===== config.mk =====
export PLATFORM = sky130hd
export DESIGN_NAME = dso_acq_ctrl_flat
export DESIGN_NICKNAME = d
export VERILOG_FILES = /design/src/rtl/dso_acq_ctrl_if.sv /design/src/rtl/dso_acq_ctrl.sv /design/src/flat_wrapper.sv
export SDC_FILE = /design/constraint.sdc
export NUM_CORES = 1
export LEC_CHECK = 0
export BUFFER_PORTS_ARGS = -buffer_cell sky130_fd_sc_hd__buf_4
export CORE_MARGIN = 3
export CORE_UTILIZATION = 55
export CTS_CLUSTER_DIAMETER = 50
export DETAILED_ROUTE_END_ITERATION = 8
export PLACE_DENSITY_LB_ADDON = 0.15
export SETUP_SLACK_MARGIN = 0.05
export SLEW_MARGIN = 15
export SYNTH_ARGS = -nofsm -noshare
export SYNTH_HDL_FRONTEND = slang
export SYNTH_SLANG_ARGS = --single-unit

===== constraint.sdc =====
create_clock -name clk -period 5.8 [get_ports clk]
set_clock_uncertainty 0.05 [all_clocks]
set_input_delay 1.16 -clock clk [delete_from_list [all_inputs] [get_ports clk]]
set_output_delay 1.16 -clock clk [all_outputs]
set_load 0.03 [all_outputs]

===== src/rtl/dso_acq_ctrl_if.sv =====
// Capture-path bundle between ADC source, acquisition controller and waveform RAM.
// The controller takes the slave side; the source/reader side is master.
interface dso_acq_ctrl_if #(
  parameter int ADDR_W = 10
);
  logic [7:0]        ad_data;
  logic              ad_valid;
  logic              wave_run;
  logic [7:0]        trig_level;
  logic              trig_edge;
  logic [9:0]        h_shift;
  logic [9:0]        deci_rate;
  logic              ram_rd_over;
  logic              ram_wr_en;
  logic [ADDR_W-1:0] ram_wr_addr;
  logic [7:0]        ram_wr_data;
  logic              wave_ready;
  logic [ADDR_W-1:0] trig_addr;
  logic [ADDR_W-1:0] rd_start_addr;
  logic              trig_forced;

  modport master (
    output ad_data, ad_valid, wave_run, trig_level, trig_edge, h_shift, deci_rate, ram_rd_over,
    input  ram_wr_en, ram_wr_addr, ram_wr_data, wave_ready, trig_addr, rd_start_addr, trig_forced
  );

  modport slave (
    input  ad_data, ad_valid, wave_run, trig_level, trig_edge, h_shift, deci_rate, ram_rd_over,
    output ram_wr_en, ram_wr_addr, ram_wr_data, wave_ready, trig_addr, rd_start_addr, trig_forced
  );
endinterface


===== src/rtl/dso_acq_ctrl.sv =====
// Decimating circular-buffer capture with pre-trigger depth, edge/auto trigger and frame hold.
// RAM write is registered one cycle after the kept sample; no backpressure, frame held until read-out.
module dso_acq_ctrl #(
  parameter int ADDR_W       = 10,
  parameter int AUTO_TIMEOUT = 0
) (
  input  logic          clk,
  input  logic          rst,
  dso_acq_ctrl_if.slave bus
);
  localparam int DEPTH = 2 ** ADDR_W;

  typedef enum logic [2:0] {
    IDLE  = 3'd0,
    PRE   = 3'd1,
    ARMED = 3'd2,
    POST  = 3'd3,
    DONE  = 3'd4
  } state_e;

  state_e            state_q, state_d;
  logic [ADDR_W-1:0] wr_addr_q, wr_addr_d;
  logic [ADDR_W-1:0] h_lat_q, h_lat_d;
  logic [9:0]        deci_lat_q, deci_lat_d;
  logic [9:0]        deci_cnt_q, deci_cnt_d;
  logic [7:0]        level_q, level_d;
  logic              edge_q, edge_d;
  logic [7:0]        prev_q, prev_d;
  logic              prev_vld_q, prev_vld_d;
  logic [31:0]       cnt_q, cnt_d;
  logic [ADDR_W-1:0] trig_addr_q, trig_addr_d;
  logic [ADDR_W-1:0] rd_start_q, rd_start_d;
  logic              trig_forced_q, trig_forced_d;
  logic              wave_ready_q, wave_ready_d;
  logic              wr_en_q, wr_en_d;
  logic [ADDR_W-1:0] wr_out_addr_q, wr_out_addr_d;
  logic [7:0]        wr_out_data_q, wr_out_data_d;

  logic        capturing, sample_in, keep, arm, real_trig, auto_trig;
  logic [31:0] cnt_inc, post_need;

  always_comb begin
    // A zero pre-trigger depth spends its single PRE cycle without capturing.
    capturing = bus.wave_run && (state_q inside {PRE, ARMED, POST}) &&
                !(state_q == PRE && h_lat_q == '0);
    sample_in = capturing && bus.ad_valid;
    keep      = sample_in && (deci_cnt_q == '0);
    cnt_inc   = cnt_q + 32'd1;
    post_need = 32'(DEPTH) - 32'(h_lat_q);
    real_trig = prev_vld_q && (edge_q ? (prev_q >= level_q && bus.ad_data < level_q)
                                      : (prev_q < level_q && bus.ad_data >= level_q));
    auto_trig = (AUTO_TIMEOUT != 0) && (cnt_inc == 32'(AUTO_TIMEOUT));
    arm       = bus.wave_run && (state_q == IDLE || (state_q == DONE && bus.ram_rd_over));
  end

  always_comb begin
    state_d       = state_q;
    wr_addr_d     = wr_addr_q;
    h_lat_d       = h_lat_q;
    deci_lat_d    = deci_lat_q;
    deci_cnt_d    = deci_cnt_q;
    level_d       = level_q;
    edge_d        = edge_q;
    prev_d        = prev_q;
    prev_vld_d    = prev_vld_q;
    cnt_d         = cnt_q;
    trig_addr_d   = trig_addr_q;
    rd_start_d    = rd_start_q;
    trig_forced_d = trig_forced_q;
    wave_ready_d  = 1'b0;
    wr_en_d       = 1'b0;
    wr_out_addr_d = wr_out_addr_q;
    wr_out_data_d = wr_out_data_q;

    if (sample_in) begin
      deci_cnt_d = (deci_cnt_q == deci_lat_q - 10'd1) ? '0 : deci_cnt_q + 10'd1;
    end
    if (keep) begin
      wr_en_d       = 1'b1;
      wr_out_addr_d = wr_addr_q;
      wr_out_data_d = bus.ad_data;
      wr_addr_d     = wr_addr_q + ADDR_W'(1);
      prev_d        = bus.ad_data;
      prev_vld_d    = 1'b1;
    end

    unique case (state_q)
      IDLE: ;
      PRE: begin
        if (!bus.wave_run) begin
          state_d = IDLE;
        end else if (h_lat_q == '0) begin
          state_d = ARMED;
        end else if (keep) begin
          if (cnt_inc == 32'(h_lat_q)) begin
            state_d = ARMED;
            cnt_d   = '0;
          end else begin
            cnt_d = cnt_inc;
          end
        end
      end
      ARMED: begin
        if (!bus.wave_run) begin
          state_d = IDLE;
        end else if (keep) begin
          if (real_trig || auto_trig) begin
            trig_addr_d   = wr_addr_q;
            rd_start_d    = wr_addr_q - h_lat_q;
            trig_forced_d = !real_trig;
            cnt_d         = 32'd1;
            state_d       = (post_need == 32'd1) ? DONE : POST;
          end else begin
            cnt_d = cnt_inc;
          end
        end
      end
      POST: begin
        if (!bus.wave_run) begin
          state_d = IDLE;
        end else if (keep) begin
          cnt_d = cnt_inc;
          if (cnt_inc == post_need) state_d = DONE;
        end
      end
      DONE:    wave_ready_d = !arm;
      default: state_d = IDLE;
    endcase

    if (arm) begin
      state_d       = PRE;
      h_lat_d       = (32'(bus.h_shift) > 32'(DEPTH - 1)) ? ADDR_W'(DEPTH - 1) : ADDR_W'(bus.h_shift);
      deci_lat_d    = (bus.deci_rate == '0) ? 10'd1 : bus.deci_rate;
      level_d       = bus.trig_level;
      edge_d        = bus.trig_edge;
      wr_addr_d     = '0;
      deci_cnt_d    = '0;
      cnt_d         = '0;
      prev_vld_d    = 1'b0;
      trig_forced_d = 1'b0;
    end
  end

  always_ff @(posedge clk or posedge rst) begin
    if (rst) begin
      state_q       <= IDLE;
      wr_addr_q     <= '0;
      h_lat_q       <= '0;
      deci_lat_q    <= '0;
      deci_cnt_q    <= '0;
      level_q       <= '0;
      edge_q        <= 1'b0;
      prev_q        <= '0;
      prev_vld_q    <= 1'b0;
      cnt_q         <= '0;
      trig_addr_q   <= '0;
      rd_start_q    <= '0;
      trig_forced_q <= 1'b0;
      wave_ready_q  <= 1'b0;
      wr_en_q       <= 1'b0;
      wr_out_addr_q <= '0;
      wr_out_data_q <= '0;
    end else begin
      state_q       <= state_d;
      wr_addr_q     <= wr_addr_d;
      h_lat_q       <= h_lat_d;
      deci_lat_q    <= deci_lat_d;
      deci_cnt_q    <= deci_cnt_d;
      level_q       <= level_d;
      edge_q        <= edge_d;
      prev_q        <= prev_d;
      prev_vld_q    <= prev_vld_d;
      cnt_q         <= cnt_d;
      trig_addr_q   <= trig_addr_d;
      rd_start_q    <= rd_start_d;
      trig_forced_q <= trig_forced_d;
      wave_ready_q  <= wave_ready_d;
      wr_en_q       <= wr_en_d;
      wr_out_addr_q <= wr_out_addr_d;
      wr_out_data_q <= wr_out_data_d;
    end
  end

  assign bus.ram_wr_en     = wr_en_q;
  assign bus.ram_wr_addr   = wr_out_addr_q;
  assign bus.ram_wr_data   = wr_out_data_q;
  assign bus.wave_ready    = wave_ready_q;
  assign bus.trig_addr     = trig_addr_q;
  assign bus.rd_start_addr = rd_start_q;
  assign bus.trig_forced   = trig_forced_q;
endmodule


===== src/flat_wrapper.sv =====
// flat-port wrapper written by rule: the top's interface ports become plain ports
module dso_acq_ctrl_flat 
#(
  parameter int ADDR_W       = 10,
  parameter int AUTO_TIMEOUT = 0
)
  (clk, rst, bus_ad_data, bus_ad_valid, bus_wave_run, bus_trig_level, bus_trig_edge, bus_h_shift, bus_deci_rate, bus_ram_rd_over, bus_ram_wr_en, bus_ram_wr_addr, bus_ram_wr_data, bus_wave_ready, bus_trig_addr, bus_rd_start_addr, bus_trig_forced);
  dso_acq_ctrl_if #(.ADDR_W(ADDR_W)) bus_i ();
  input  logic clk;
  input  logic rst;
  input wire logic [$bits(bus_i.ad_data)-1:0] bus_ad_data;
  input wire logic [$bits(bus_i.ad_valid)-1:0] bus_ad_valid;
  input wire logic [$bits(bus_i.wave_run)-1:0] bus_wave_run;
  input wire logic [$bits(bus_i.trig_level)-1:0] bus_trig_level;
  input wire logic [$bits(bus_i.trig_edge)-1:0] bus_trig_edge;
  input wire logic [$bits(bus_i.h_shift)-1:0] bus_h_shift;
  input wire logic [$bits(bus_i.deci_rate)-1:0] bus_deci_rate;
  input wire logic [$bits(bus_i.ram_rd_over)-1:0] bus_ram_rd_over;
  output wire logic [$bits(bus_i.ram_wr_en)-1:0] bus_ram_wr_en;
  output wire logic [$bits(bus_i.ram_wr_addr)-1:0] bus_ram_wr_addr;
  output wire logic [$bits(bus_i.ram_wr_data)-1:0] bus_ram_wr_data;
  output wire logic [$bits(bus_i.wave_ready)-1:0] bus_wave_ready;
  output wire logic [$bits(bus_i.trig_addr)-1:0] bus_trig_addr;
  output wire logic [$bits(bus_i.rd_start_addr)-1:0] bus_rd_start_addr;
  output wire logic [$bits(bus_i.trig_forced)-1:0] bus_trig_forced;
  assign bus_i.ad_data = bus_ad_data;
  assign bus_i.ad_valid = bus_ad_valid;
  assign bus_i.wave_run = bus_wave_run;
  assign bus_i.trig_level = bus_trig_level;
  assign bus_i.trig_edge = bus_trig_edge;
  assign bus_i.h_shift = bus_h_shift;
  assign bus_i.deci_rate = bus_deci_rate;
  assign bus_i.ram_rd_over = bus_ram_rd_over;
  assign bus_ram_wr_en = bus_i.ram_wr_en;
  assign bus_ram_wr_addr = bus_i.ram_wr_addr;
  assign bus_ram_wr_data = bus_i.ram_wr_data;
  assign bus_wave_ready = bus_i.wave_ready;
  assign bus_trig_addr = bus_i.trig_addr;
  assign bus_rd_start_addr = bus_i.rd_start_addr;
  assign bus_trig_forced = bus_i.trig_forced;
  dso_acq_ctrl #(.ADDR_W(ADDR_W), .AUTO_TIMEOUT(AUTO_TIMEOUT)) u_core (.clk(clk), .rst(rst), .bus(bus_i));
endmodule

Yosys cells after proc, flatten, opt, wreduce, memory -nomap -nowiden. Cells that the tools add are included.

Equal/unequal tests: 22. Reduce and logical (&&, ||, !) cells: 30. $lt $le $gt $ge: 4. Add/subtract/negate cells: 6. Muxes and demuxes: 40.

Operators by type and width (count): 32-bit 2-to-1 mux (10); 32-bit case mux with 3 select lines (1); 10-bit 2-to-1 mux (6); 3-bit 2-to-1 mux (12); 32-bit by 1-bit adder with 32-bit output, second input constant (1); 32-bit by 1-bit == test with 1-bit output, second input constant (1); 32-bit by 10-bit == test with 1-bit output (1); 32-bit == test (1); 10-bit zero test (3); 10-bit by 1-bit adder with 10-bit output, second input constant (2); 8-bit greater-or-equal comparator (2); 8-bit less-than comparator (2); 3-bit by 2-bit inequality test with 1-bit output, second input constant (4); 4-bit by 2-bit inequality test with 1-bit output, second input constant (3); 3-bit case mux with 4 select lines (1); 11-bit by 10-bit subtractor with 12-bit output, first input constant (1); 10-bit == test (1); 1-bit logical AND (10); 1-bit 2-to-1 mux (10); 2-bit nonzero test (5); 10-bit by 1-bit subtractor with 10-bit output, second input constant (1); 10-bit subtractor (1); 3-bit by 1-bit inequality test with 1-bit output, second input constant (3); 4-bit AND reduction (2); other kinds (15) (18).

Input bits: 42. Logic and storage cells: 118. Bits in registers: 126.

Depth between registers and ports, before layout. Gate-level depths: netlist (run 1).

Depth in word-level cells: 11. Gate-level depth with buffers: 12. Gate-level depth less buffers: 11.

Worst setup path before layout (run 1). OpenSTA, ideal clock, no wires.

Path kind: input to register. Start: input bus_ad_data[0]. End: register u_core.trig_addr_q[2] (netlist: u_core.bus.trig_addr[2]). Setup time: 125 ps. Slack: 2358 ps. Stages: 10. Buffers on the path: 1. Arrival time: 3267 ps. Data required time: 5625 ps. Cell sequence: inv_1 > ha_1 > nand2b_1 > a2111oi_0 > o31a_1 > nor4_1 > o21ai_0 > nand3b_1 > clkbuf_1 > mux2_2.

Cells in the longest elaborated chain, start to end: 5. Elaborated cells between the ends (all ways): 7. Classes of those cells: 2 x order compare; 1 x mux; 4 x reduce/logical.

RTL lines: start: declaration (line flat_wrapper.sv:11) `input wire logic [$bits(bus_i.ad_data)-1:0] bus_ad_data;`; 8-bit greater-or-equal comparator / 8-bit less-than comparator (equally long branches) (line dso_acq_ctrl.sv:51, dso_acq_ctrl.sv:50); 1-bit logical AND (on tied branches) (line dso_acq_ctrl.sv:51, dso_acq_ctrl.sv:50); 1-bit 2-to-1 mux * (line dso_acq_ctrl.sv:50) `real_trig = prev_vld_q && (edge_q ? (prev_q >= level_q && bus.ad_data < level_q)`; 1-bit logical AND * (line dso_acq_ctrl.sv:50); 4-bit AND reduction (no source line) *; end signal: assignment (line dso_acq_ctrl.sv:174) `trig_addr_q <= trig_addr_d;`; end: declaration (line dso_acq_ctrl.sv:31) `logic [ADDR_W-1:0] trig_addr_q, trig_addr_d;`.

Mark *: on every way between the ends. The rest lies on a longest branch, timed or not. A chain may end at the register's enable or synchronous reset.

Worst setup path after layout (run 1).
Start: register u_core.cnt_q[0]. End: register u_core.cnt_q[29].

Cells in the longest elaborated chain, start to end: 8. Elaborated cells between the ends (all ways): 13. Classes of those cells: 1 x add/sub; 1 x eq/ne; 11 x mux.

RTL lines: start: declaration (line dso_acq_ctrl.sv:30) `logic [31:0] cnt_q, cnt_d;`; start signal: assignment (line dso_acq_ctrl.sv:173) `cnt_q <= cnt_d;`; 32-bit by 1-bit adder with 32-bit output * (line dso_acq_ctrl.sv:48) `cnt_inc = cnt_q + 32'd1;`; 32-bit by 10-bit == test with 1-bit output (line dso_acq_ctrl.sv:95) `if (cnt_inc == 32'(h_lat_q)) begin`; 32-bit 2-to-1 mux (line dso_acq_ctrl.sv:95); 32-bit 2-to-1 mux (line dso_acq_ctrl.sv:94) `end else if (keep) begin`; 32-bit 2-to-1 mux (line dso_acq_ctrl.sv:92) `end else if (h_lat_q == '0) begin`; 32-bit 2-to-1 mux (line dso_acq_ctrl.sv:90) `if (!bus.wave_run) begin`; 32-bit case mux with 3 select lines * (line dso_acq_ctrl.sv:87) `unique case (state_q)`; 32-bit 2-to-1 mux * (line dso_acq_ctrl.sv:130) `if (arm) begin`.

Mark *: on every way between the ends. The rest lies on a longest branch, timed or not. The select of a mux whose other input is x is not followed.

==> metrics.txt, run 1 <==
status finished clean; TritonRoute pass-1 iters 5; Synth area leader dfrtp_1; Slew Viols, Final 0; wire length on met3 912 µm; Tcrit/Tclk final 71.9%; Sink Count 126; Post-CTS Hold Fix Bufs 0; routed length per instance 16.7 µm; syn_area_per_cell 8.85 µm²; Cell variety after synth 65; hold crit path type reg -> reg; startpoint types register; Root Buffer Master clkbuf_16; Pleak 4.26 nW; CP required 6.03 ns; RSZ-0062 raised after global routing no; switching share of power 36.2%; post-route ant nets 0; FFs w/ async S/R, synth 100%; Die W 127 µm; # fillers 1,127; CTS tree done; Area after DPL 8680 µm²; pre-CTS WS 1.56 ns; sequential cell area fraction in the yosys report 39.4%; Setup Fix Bufs, Post-CTS 0; Clock Path Buffers 2; DR iter-0 viols 599; Rel. slew slack 47.5%; Worst path slowest cell or4_1; wire length on met2 9150 µm; remaining routing DRC violations 0; final-report setup violation count 0; Sequential Power Share 35.7%; Die Height 127 µm; crit path max fanout 26; sw power 0.00127 W; post-synthesis instance area 8010 µm²; dpl cells 1,119; Worst setup EP type register; final period demand of the worst path 4.17 ns; vias 6,880; Total Power 0.00349 W; share of cells above drive strength 1 17.5%; max-cap violation count 0; first-pass GRT wire length 32,100 µm; final hold vios 0; max layer used met4; Non-Filler Instances 1,152; Synth top area share 39.4%; Core ar. 14,000 µm²; Final Cell Area 9310 µm²; CTS clk-pin slew, worst paths 0.06 ns; max incr delay on CP 0.82 ns; Vias/cell 5.97; Post-Syn Instances 905; area grow syn2layout 16.3%; worst setup margin 1.63 ns; Std-Cell Rows 43; clock group share of total power 31.8%; Setup CP Type reg -> reg; Critical Path AT 4.40 ns; Post-synth EDFFs 0; synth top area cells dfrtp_1, nand2_1, ha_1; Syn Nets 980; cell internal pwr 0.00223 W; number of global-route vias before repair 6,444; # resized after CTS 0; slew of the pin with the lowest slew margin 0.785 ns; peak supply drop 0.239 mV; flops & latches, synth 126; die area 16,000 µm²; critical-path cell list ha_1 -> nand3_1 -> nor4_4 -> mux2i_1 -> a2111oi_0 -> nand2_1 -> or4_1 -> nand2_2 -> o21ai_0; Total GRT Usage 24.4%; antenna cells 0; Comb pwr share 32.6%; most common library cells after synthesis dfrtp_1, nand2_1, o21ai_0, nor2_1; nets 1,034; warnings from Yosys 0; # IOs 83; Inserted Clock Buffers 17; Primary FF master, synth dfrtp_1; drt total wl 19,300 µm; Overflow after GRT 0; Initial Util 57.0%; largest net degree at the start of global routing 45; initial antenna violation count 0; Max Fclk 240 MHz; H-tree levels 4; clk_lat worst skew 0.43 ns; routability congestion estimate 0.916; I/O Buffers 82; met1 wire length 8900 µm; dpl hpwl 13,500 µm; setup_tns 0 ns; Power Density 375 nW/µm²; count leader, synth dfrtp_1
==> kinds of logic (layout without fill, tap and decap cells) <==
family	count (synthesis)	after routing	share of synthesized area (%)
XOR/XNOR	60	60	6.74
AND/OR/NAND/NOR	368	368	23.9
adder cells (fa/ha/maj)	33	33	5.25
AO/OA/AOI/OAI	199	199	16.0
buffers and inverters	90	157	4.72
multiplexers	29	29	4.03
flip-flops	126	126	39.4
==> metal layers <==
metal | GRT usage [%] | up-vias
met5 | 0 | -
met4 | 7.82 | 0
met3 | 5.52 | 27
met2 | 38.6 | 183
met1 | 33.6 | 3287
li1 | - | 3383
==> registers in the layout, indices dropped and copies added, names as in the netlist <==
name                      count
u_core.state_q                3
u_core.deci_cnt_q            10
u_core.prev_q                 8
u_core.bus.trig_forced        1
u_core.h_lat_q               10
u_core.edge_q                 1
u_core.level_q                8
u_core.bus.trig_addr         10
u_core.bus.rd_start_addr     10
u_core.wr_addr_q             10
u_core.prev_vld_q             1
u_core.bus.ram_wr_addr       10
u_core.bus.ram_wr_en          1
u_core.cnt_q                 32
u_core.bus.wave_ready         1
u_core.deci_lat_q            10
==> through the flow <==
stage / util, % / hold WS [ns]
floorplan: - / 0.417
global placement: 61.8 / 0.421
detailed placement: 61.8 / 0.424
CTS: 66.2 / 0.437
global route: 66.3 / 0.471
finish: 66.3 / 0.431
==> cell usage in the layout, fill, tap and decap left out, drive strengths merged, types with 14 or more instances in the layout <==
cell type,netlist,routed
dfrtp,126,126
nand2,124,124
buf,19,92
o21ai,81,81
nor2,43,43
xnor2,38,38
inv,33,38
nor3,37,37
nand3,33,33
ha,32,32
nand4,27,27
mux2,26,26
a21oi,21,21
xor2,21,21
a22oi,18,18
nor4,18,18
clkbuf,38,17
nor2b,14,14
==> cell type report <==
class                           count  area [µm²]  share of cell area, %
Tap cell                          180         225                   2.42
Clock inverter                     15         185                   1.99
Clock buffer                       17         425                   4.57
Multi-Input combinational cell    689        4490                   48.3
Timing Repair Buffer               92         698                   7.50
Inverter                           33         126                   1.36
Sequential cell                   126        3150                   33.9
==> power groups by stage <==
| stage | Combinational (W) | Clock [W] | Sequential (W) |
|---|---|---|---|
| 4_1_cts | 0.00114 | 0.00112 | 0.00124 |
| 5_1_grt | 0.00129 | 0.00116 | 0.00127 |
| 3_5_place_dp | 0.00113 | 0 | 0.00125 |
| 2_1_floorplan | 0.000893 | 0 | 0.00120 |
| 3_3_place_gp | 0.00111 | 0 | 0.00125 |
| 6_report | 0.00114 | 0.00111 | 0.00125 |
==> worst paths after layout <==
kind / endpoint / cells after the start / startpoint / slack [ns]
setup / recovery: u_core.cnt_q[29] / 9 / u_core.cnt_q[0] / 1.63
setup reg to reg: u_core.cnt_q[29] / 9 / u_core.cnt_q[0] / 1.63
max in group asynchronous: u_core.cnt_q[19] / 3 / rst / 4.02
hold reg to reg: u_core.bus.trig_addr[1] / 2 / u_core.bus.trig_addr[1] / 0.43
min in group asynchronous: u_core.prev_q[0] / 2 / rst / 0.71
hold / removal: u_core.bus.trig_addr[1] / 2 / u_core.bus.trig_addr[1] / 0.43
==> critical path: cells and delay by family (launching register included) <==
| family | cells | cell delay (ns) |
|---|---|---|
| and+or+nand+nor | 5 | 2.33 |
| AOI/OAI and AO/OA | 2 | 0.75 |
| adders and majority gates | 1 | 0.29 |
| muxes | 1 | 0.12 |
| DFF | 1 | 0.47 |
No activity file was read; power rests on OpenSTA's default activity.
==> inputs of run 2 (changes only) <==
--- a/config.mk
+++ b/config.mk
@@ -5,6 +5,7 @@
 export SDC_FILE = /design/constraint.sdc
 export NUM_CORES = 1
 export LEC_CHECK = 0
+export ABC_AREA = 1
 export BUFFER_PORTS_ARGS = -buffer_cell sky130_fd_sc_hd__buf_4
 export CORE_MARGIN = 3
 export CORE_UTILIZATION = 55
==> constraint.sdc (replaced) <==
create_clock -name clk -period 4.1 [get_ports clk]
set_clock_uncertainty 0.05 [all_clocks]
set_input_delay 0.82 -clock clk [delete_from_list [all_inputs] [get_ports clk]]
set_output_delay 0.82 -clock clk [all_outputs]
set_load 0.03 [all_outputs]
==> metrics.txt, run 2 <==
Worst setup EP type register; warnings from Yosys 0; Core ar. 14,200 µm²; # resized after CTS 0; Clock Path Buffers 2; Max Fclk 295 MHz; die area 16,300 µm²; final period demand of the worst path 3.39 ns; dpl hpwl 14,400 µm; startpoint types register; status finished clean; Std-Cell Rows 43; most common library cells after synthesis nand2_1, inv_1, dfrtp_1, nor2_1, o21ai_0; Pleak 4.60 nW; Total Power 0.00643 W; multiplexer share of the synthesized area 0%; pre-CTS WS 0.680 ns; Vias/cell 5.36; Synth top area share 38.7%; largest net degree at the start of global routing 127; Synth Area in Adders 5.15%; Post-CTS Hold Fix Bufs 0; TritonRoute pass-1 iters 6; first-pass GRT wire length 33,400 µm; # fillers 1,267; post-synthesis compound-gate area fraction 11.6%; grt met2 use 40.6%; RSZ-0062 raised after global routing no; Critical Path AT 3.61 ns; DR iter-0 viols 516; initial antenna violation count 0; Primary FF master, synth dfrtp_1; share of cells above drive strength 1 15.0%; most frequent cells in the layout nand2_1, inv_1, dfrtp_1; I/O Buffers 82; # IOs 83; Power Density 678 nW/µm²; routability congestion estimate 0.895; Synth Area in XOR/XNOR 4.68%; Sink Count 126; Cell variety after synth 44; leading cell type in the layout, fill and taps excluded nand2_1; routed length per instance 14.3 µm; count leader, synth nand2_1; worst setup margin 0.711 ns; slew of the pin with the lowest slew margin 0.678 ns; Biggest register u_core.cnt_q; crit path max fanout 38; Hold Crit Start u_core.bus.rd_start_addr[5]; GR Layer Usage met3 4.54%; FF+latch area 3150 µm²; gr busiest metal met2; FFs w/ async S/R, synth 100%; Die W 128 µm; Tcrit/Tclk final 82.7%; Root Buffer Master clkbuf_16; number of global-route vias before repair 7,067; post-route ant nets 0; combinational family with the most area after synthesis simple AND/OR/NAND/NOR gates; flops & latches, synth 126; Setup crit start u_core.h_lat_q[0]; Inserted Clock Buffers 17; grt met1 use 34.7%; sequential cell area fraction in the yosys report 38.7%; Initial Util 57.4%; max reg flops 32; final-report setup violation count 0; Overflow after GRT 0; multi-input logic area 4310 µm²; worst reg-to-reg setup slack 0.71 ns; Setup Fix Bufs, Post-CTS 0; Synth area leader dfrtp_1; final core utilization 66.8%; Post-synth EDFFs 0; max-cap violation count 0; Syn Nets 1,179; post-synthesis instance area 8160 µm²; antenna cells 0; synth top area cells dfrtp_1, nand2_1, inv_1; vias 7,389; hold crit path type reg -> reg; Slew Viols, Final 0; Rel. slew slack 54.8%; H-tree levels 4; nets 1,261; drt total wl 19,800 µm; CTS tree done; Total GRT Usage 25.2%; Synth Area in Simple Gates 31.4%; Post-Syn Instances 1,104; RR Startpoint u_core.h_lat_q[0]; Setup CP Type reg -> reg; peak supply drop 0.374 mV; area grow syn2layout 16.3%; CP required 4.33 ns; CTS clk-pin slew, worst paths 0.06 ns; Final Cell Area 9480 µm²; final hold vios 0; clk_lat worst skew 0.42 ns; Die Height 128 µm; Area after DPL 8910 µm²; remaining routing DRC violations 0; setup_tns 0 ns; syn_area_per_cell 7.39 µm²
[run 2: cell count changes after synthesis, sizes merged, moves of 16 or more]
cell / before / now
clkbuf: 38 / 12
mux2: 26 / 0
o21ai: 81 / 99
nor4: 18 / 2
nand2: 124 / 334
nor3: 37 / 13
nand3: 33 / 70
nor2: 43 / 123
o22ai: 1 / 25
inv: 33 / 147
xnor2: 38 / 7
a22oi: 18 / 0
[run 2: kinds of logic (layout without fill, tap and decap cells)]
family / after synthesis / after routing
AOI/OAI and AO/OA: 155 / 155
xor gates and xnor gates: 42 / 42
adders and majority gates: 33 / 33
buffers and inverters: 170 / 265
DFF: 126 / 126
and+or+nand+nor: 578 / 578
[run 2: critical path, cell delays in order (launching register included)]
cell     delay (ns)
dfrtp_1        0.43
inv_1          0.18
ha_1           0.26
nand2_1        0.11
nor2_2         0.15
nand3_1        0.12
nor2_1         0.34
nand2_1        0.11
nand2_2        0.14
inv_2          0.07
nand2_4        0.28
inv_2          0.20
nand2_1        0.15
nor2_2         0.06
inv_2          0.39
o21ai_0        0.18
[run 2: final cells by class]
cell class | instances | share of cell area [%]
multi-input combinational | 808 | 45.5
sequential | 126 | 33.2
timing repair buffer | 86 | 6.94
inverter | 147 | 5.86
clock buffer | 21 | 4.96
tap | 180 | 2.37
clock inverter | 11 | 1.13
[run 2: worst paths after layout]
kind / endpoint / depth (start not counted)
max in group asynchronous: u_core.cnt_q[15] / 3
max: u_core.bus.rd_start_addr[7] / 15
max reg2reg: u_core.bus.rd_start_addr[7] / 15
min reg2reg: u_core.bus.rd_start_addr[5] / 2
min: u_core.bus.rd_start_addr[5] / 2
min in group asynchronous: u_core.bus.rd_start_addr[0] / 3
[run 2: power by group]
group	switching, W	internal [W]	total, W
Combinational	0.00188	0.00108	0.00296
Sequential	0.000398	0.00161	0.00201
Clock	0.000576	0.000886	0.00146
Total	0.00285	0.00358	0.00643
[run 2: through the flow]
stage,hold slack (ns),std cells
final,0.438,1379
after global routing,0.458,1379
after CTS,0.439,1379
after detailed placement,0.425,1347
after global placement,0.417,1347
after floorplan,0.403,1104
[run 2: layer usage]
metal	up-vias	wire [µm]	part of all wire, %
li1	3721	-	-
met1	3416	9120	46
met2	213	9130	46
met3	39	1160	5.9
met4	0	342	1.7
met5	-	0	0
